**src/rtl/led_hex_scanner.sv**
```systemverilog
// Eight-digit multiplexed hex display driver for the core's 27-bit debug word.
// The word is captured once per scan frame so a digit sweep never mixes old and new values.
module led_hex_scanner #(
  parameter int REFRESH_DIV  = 100000,
  parameter int BLANK_CYCLES = 16,
  parameter int LZ_BLANK     = 1
) (
  input  logic        SYS_clk,
  input  logic        SYS_reset_n,
  input  logic [26:0] data_in,
  input  logic        freeze,
  output logic [7:0]  an_n,
  output logic [6:0]  seg_n,
  output logic        dp_n,
  output logic        frame_tick
);

  localparam int CNT_W = $clog2(REFRESH_DIV);

  typedef enum logic {
    PH_BLANK,
    PH_DRIVE
  } phase_t;

  logic [CNT_W-1:0] cnt;
  logic [2:0]       idx;
  logic [26:0]      shadow;

  logic             slot_end;
  logic             frame_end;
  phase_t           phase;
  logic [31:0]      word;
  logic [31:0]      upper;
  logic [3:0]       nib;
  logic             lz_blank;
  logic [7:0]       next_an;
  logic [6:0]       next_seg;
  logic             next_dp;

  function automatic logic [6:0] hex_seg(input logic [3:0] v);
    case (v)
      4'h0: hex_seg = 7'h40;
      4'h1: hex_seg = 7'h79;
      4'h2: hex_seg = 7'h24;
      4'h3: hex_seg = 7'h30;
      4'h4: hex_seg = 7'h19;
      4'h5: hex_seg = 7'h12;
      4'h6: hex_seg = 7'h02;
      4'h7: hex_seg = 7'h78;
      4'h8: hex_seg = 7'h00;
      4'h9: hex_seg = 7'h10;
      4'hA: hex_seg = 7'h08;
      4'hB: hex_seg = 7'h03;
      4'hC: hex_seg = 7'h46;
      4'hD: hex_seg = 7'h21;
      4'hE: hex_seg = 7'h06;
      default: hex_seg = 7'h0E;
    endcase
  endfunction

  assign slot_end  = (cnt == CNT_W'(REFRESH_DIV - 1));
  assign frame_end = slot_end && (idx == 3'd7);

  always_ff @(posedge SYS_clk or negedge SYS_reset_n) begin
    if (!SYS_reset_n) begin
      cnt    <= '0;
      idx    <= 3'd0;
      shadow <= 27'd0;
    end else begin
      if (slot_end) begin
        cnt <= '0;
        idx <= idx + 3'd1;
      end else begin
        cnt <= cnt + CNT_W'(1);
      end
      if (frame_end && !freeze) begin
        shadow <= data_in;
      end
    end
  end

  // A digit is a leading zero when every nibble from it upward is zero.
  always_comb begin
    phase    = (cnt < CNT_W'(BLANK_CYCLES)) ? PH_BLANK : PH_DRIVE;
    word     = {5'b0, shadow};
    upper    = word >> {idx, 2'b00};
    nib      = upper[3:0];
    lz_blank = (LZ_BLANK != 0) && (idx != 3'd0) && (upper == 32'd0);
    next_an  = 8'hFF;
    next_seg = 7'h7F;
    next_dp  = 1'b1;
    if (phase == PH_DRIVE) begin
      next_an  = ~(8'b1 << idx);
      next_seg = lz_blank ? 7'h7F : hex_seg(nib);
      next_dp  = ~((idx == 3'd7) && freeze);
    end
  end

  always_ff @(posedge SYS_clk or negedge SYS_reset_n) begin
    if (!SYS_reset_n) begin
      an_n       <= 8'hFF;
      seg_n      <= 7'h7F;
      dp_n       <= 1'b1;
      frame_tick <= 1'b0;
    end else begin
      an_n       <= next_an;
      seg_n      <= next_seg;
      dp_n       <= next_dp;
      frame_tick <= frame_end;
    end
  end

endmodule

```
**config.mk**
```make
export PLATFORM = sky130hd
export DESIGN_NAME = led_hex_scanner
export DESIGN_NICKNAME = d
export VERILOG_FILES = /design/src/rtl/led_hex_scanner.sv
export SDC_FILE = /design/constraint.sdc
export NUM_CORES = 1
export LEC_CHECK = 0
export CAP_MARGIN = 10
export CORE_ASPECT_RATIO = 1.5
export CORE_MARGIN = 2
export CORE_UTILIZATION = 54
export DETAILED_ROUTE_END_ITERATION = 16
export PLACE_DENSITY_LB_ADDON = 0.05
export SLEW_MARGIN = 20
export SYNTH_ARGS = -nofsm -noshare
export SYNTH_HDL_FRONTEND = slang
export SYNTH_SLANG_ARGS = --single-unit
```
**constraint.sdc**
```tcl
create_clock -name SYS_clk -period 3.23 [get_ports SYS_clk]
set_clock_uncertainty 0.2 [all_clocks]
set_input_delay 0.646 -clock SYS_clk [delete_from_list [all_inputs] [get_ports SYS_clk]]
set_output_delay 0.646 -clock SYS_clk [all_outputs]
set_load 0.02 [all_outputs]
```
== Yosys cells after proc, flatten, opt, wreduce, memory -nomap -nowiden ==
Memory sizes are Yosys's and may differ from the RTL's.
Index checks and enable logic that the tools add are counted.
Storage, ports and cells
  register bits after elaboration: 64
  ROM bits: 112
  input bits: 30
  output and inout bits: 17
  memories: 1
Memory list
  (no name shown): depth 16, width 7, read ports 1, clocked after Yosys merged registers in 0, write ports 0, line 41  | case (v)
Cells by class
  add/sub/neg operators: 2
  magnitude comparators: 1
  eq/ne operators: 2
  shift-type cells: 2
  multiplexer cells: 5
  bitwise operators: 2
  reduce and logical (&&, ||, !) cells: 7
Operator list (count)
  logical NOT 32 bit: 1
  right shift 27 x 5 -> 32 bit: 1
  adder 17 x 1 -> 17 bit (second input constant): 1
  equality test 17 bit (second input constant): 1
  < comparator 17 x 5 -> 1 bit (second input constant): 1
  two-way mux 17 bit: 1
  two-way mux 7 bit: 2
  two-way mux 8 bit: 1
  inverter 8 bit: 1
  << shifter 1 x 3 -> 8 bit (first input constant): 1
  logical AND 1 bit: 4
  adder 3 x 1 -> 3 bit (second input constant): 1
  equality test 3 bit (second input constant): 1
  nonzero test 3 bit: 1
  logical NOT 1 bit: 1
  two-way mux 1 bit: 1
  inverter 1 bit: 1

== Logic depth before layout (Yosys ltp) ==
  depth after elaboration: 5
  mapped depth: 11
  depth with buffers taken out: 9

== Worst setup path before layout ==
Ideal clock, no wire load.
  path kind: reg2reg
  start: register idx[0]
  end: register seg_n[5]
  arrival time: 2.239 ns
  data required time: 2.946 ns
  slack: 0.707 ns
  cell stages (with the launch flop): 12
  path through: dfrtp_1 > buf_2 > buf_2 > mux2i_1 > nand2_1 > and3_1 > clkbuf_1 > inv_1 > ha_1 > o221a_2 > o2111ai_1 > o2111ai_1
On the way
  longest elaborated chain between the ends: 5
  elaborated cells between the ends (all ways): 7
Ends and longest elaborated chain
  start: declaration: line 26  | logic [2:0] idx;
  start signal: assignment: line 72  | idx <= idx + 3'd1;
  parallel branches: the longest is 3 deep, another holds memory read (16 x 7 bit)
  two-way mux 7 bit (*): line 94  | next_seg = lz_blank ? 7'h7F : hex_seg(nib);
  two-way mux 7 bit (*): line 92  | if (phase == PH_DRIVE) begin
  via next_seg[5]: line 37  | logic [6:0] next_seg;
  end signal: assignment: line 107  | seg_n <= next_seg;
  end: declaration: line 13  | output logic [6:0] seg_n,
Mark *: on every way through the listed nets, which the timed path passes.
A chain may end at the register's enable or synchronous reset.

== Worst setup path in the final report ==
  start: register idx[0]
  end: register seg_n[6]
The elaborated chain is that of the path after synthesis.

==> impl_metrics.ini <==
[setup_path]
reg2reg_slack_ns = 0.42
cp_max_fo = 15
rr_endpoint = seg_n[6]$_DFF_PN1_
r2r-start = idx[0]$_DFFE_PN0N_
required_ns = 3.28
start_kind = flip-flop
crit_type = reg2reg
r2r_cells = 8
arrival_ns = 2.86
worstSetupEndpointType = flip-flop

[clock_network]
insertion_delay_ns = 0.33
post_cts_resized = 0
root_buffer = clkbuf_8
clk_pin_slew_worst_paths_ns = 0.07
clkSinkCount = 64
ctsHoldBuffers = 0
cts_tree = built
clockBufferDepth = 2
cts_buffers = 9
cts_max_level = 3
postCtsSetupRepairBufs = 0

[placed_design]
preCtsSetupSlack_ns = 0.458
gp_congestion = 0.854
port_buffers = 46
place_hpwl_um = 4880
place_area_mm2 = 0.00381

[grt]
grt_max_degree = 45
grt_usage_pct = 21.9
antenna_found_initial = 0
grt_pass1_vias = 2361
grt-ovfl-total = 0
grt_pass1_wl_um = 11200

[die]
initial_core_util_pct = 56.2
core_mm2 = 0.00587
std_cell_rows = 34
die_area_mm2 = 0.00677
io-pin-count = 47
die_x_um = 67.8
dieHeight_um = 99.8

[synthesis]
seq_area_frac_synth_pct = 49.1
syn_area_per_cell_um2 = 11.8
synth_area_leaders = dfrtp_1, dfstp_2, mux2_4, ha_1, mux2i_1
netlist_instances = 279
synth_top_area_share_pct = 36.4
yosysWarnings = 0
synth-edff-count = 0
synth_cell_type_count = 45
syn_area_mm2 = 0.00330
synth_nets = 322
synthArstFlopShare_pct = 100
synth_flop_cell = dfrtp_1
ys_ff_latch = 64
yosysTopAreaCell = dfrtp_1

[drt]
wirelength_met1_um = 2770
drc = 0
dr_wl_met3_um = 206
post_drt_wl_per_cell_um = 16.1
first_pass_iters = 4
vias_per_cell = 5.66
vias = 2302
drt_wl_total_um = 6550
ant_nets = 0
initialDrtViolationCount = 111
wl_met2_um = 3440
top_layer = met4

[timing]
slew_headroom_pct = 35.9
tns_ns = 0
maxSlewViolCount = 0
setup_ws_ns = 0.417
hold_viol_final = 0
rsz0062_at_grt = false
fin_crit_ns = 2.81
post-route-period-util_pct = 87.1
setup_viol = 0
worst_pin_slew_ns = 0.962
fmax_mhz = 356

[final_layout]
fin_nets = 373
fillers = 463
drive_above_1_share_pct = 21.8
area_growth_pct = 21.3
diodes = 0
stdcell_area_mm2 = 0.00401

[power]
p_per_area_mw_per_mm2 = 379
leakage_uw = 0.00175
vdd_drop_max_uv = 269

[status]
status = completed

[worst_hold_path]
hold_class = in2async

[flow_run]
drv_cap = 0
## cells in the mapped netlist, types with 2 or more instances
cell type  count
o2111ai_1      5
inv_1         12
buf_12         2
o21ai_0        3
or4_1          2
a211oi_1       3
nor2_1        14
buf_2          4
a21oi_1        3
nand4_1        5
and3_1         2
nor2b_1        2
nand2b_1       3
dfstp_2       16
nand3_1       12
mux2i_1       15
nor3_1         6
ha_1          13
clkbuf_1       5
dfrtp_1       48
and2_1         3
o22ai_1        2
nand2_1       23
nor4_1         7
xnor2_1       10
xor2_1         7
a22oi_1        2
mux2_2         8
or2_2          3
mux2_4        20
o221ai_1       5
## power breakdown
group	internal, uW	total, uW	switching [uW]
logic	32.0	52.1	20.1
clock network	374	665	291
registers	802	802	0
total	1210	1520	311
## cell type report
type	instances	area, um2	share of cell area, %
timing repair buffer	52	513	12.8
clock inverter	4	45.0	1.12
sequential	64	1620	40.5
tap	72	90.1	2.25
clock buffer	12	145	3.62
multi-input combinational	191	1550	38.6
inverter	12	45.0	1.12
## state kept, by name, indices dropped and copies added, names as in the netlist
register and flops:
shadow 27, cnt 17, an_n 8, seg_n 7, idx 3, dp_n 1, frame_tick 1
## worst max-delay path, stage by stage, from the launching register on
cell and delay, ns:
dfrtp_1 0.77, mux2i_1 0.27, o221ai_1 0.12, and3_1 0.28, inv_1 0.15, ha_1 0.22, o221a_2 0.18, o2111ai_1 0.30
o2111ai_1 0.24
## how the worst max path moves through the flow
stage | start | endpoint | slack [ns] | cells after the start
after floorplan | idx[0]$_DFFE_PN0N_ | seg_n[5]$_DFF_PN1_ | 0.71 | 11
after CTS | idx[0]$_DFFE_PN0N_ | seg_n[6]$_DFF_PN1_ | 0.46 | 8
after detailed placement | idx[0]$_DFFE_PN0N_ | seg_n[4]$_DFF_PN1_ | 0.46 | 8
after global placement | idx[0]$_DFFE_PN0N_ | seg_n[6]$_DFF_PN1_ | 0.59 | 8
final | idx[0]$_DFFE_PN0N_ | seg_n[6]$_DFF_PN1_ | 0.42 | 8
after global routing | idx[0]$_DFFE_PN0N_ | seg_n[5]$_DFF_PN1_ | 0.22 | 8
## layer usage
| metal | global-route usage (%) | vias to the layer above |
|---|---|---|
| li1 | - | 1099 |
| met1 | 27.2 | 1142 |
| met2 | 36.2 | 48 |
| met3 | 4.15 | 13 |
| met4 | 10.0 | 0 |
| met5 | 0 | - |
## metrics by stage
stage | utilization [%] | hold WS [ns] | power [uW] | instances
2_1_floorplan | - | 0.150 | 818 | 279
3_3_place_gp | 65.0 | 0.285 | 869 | 391
3_5_place_dp | 65.0 | 0.285 | 870 | 391
4_1_cts | 68.2 | 0.300 | 1540 | 407
5_1_grt | 68.2 | 0.317 | 1570 | 407
6_report | 68.2 | 0.267 | 1520 | 407
## kinds of logic after synthesis
kind of cell               count (synthesis)  synth area share [%]
and+or+nand+nor                           88                  14.0
DFF                                       64                  49.1
muxes                                     43                  16.4
AOI/OAI and AO/OA                         30                  7.01
buffers and inverters                     24                  4.09
xor gates and xnor gates                  17                  4.51
adders and majority gates                 13                  4.93
## cell usage in the layout, fill, tap and decap left out, types with 5 or more instances in the layout
master            n
mux2_2            8
nand2_1          23
nor3_1            6
ha_1             13
mux2_4           20
xor2_1            7
nand3_1          12
dfrtp_1          48
clkdlybuf4s50_1  45
buf_4             5
clkbuf_8         10
mux2i_1          15
nor4_1            7
nand4_1           5
o221ai_1          5
xnor2_1          10
o2111ai_1         5
nor2_1           14
dfstp_2          16
inv_1            12
Note: power is estimated with default switching activity, not from simulation.
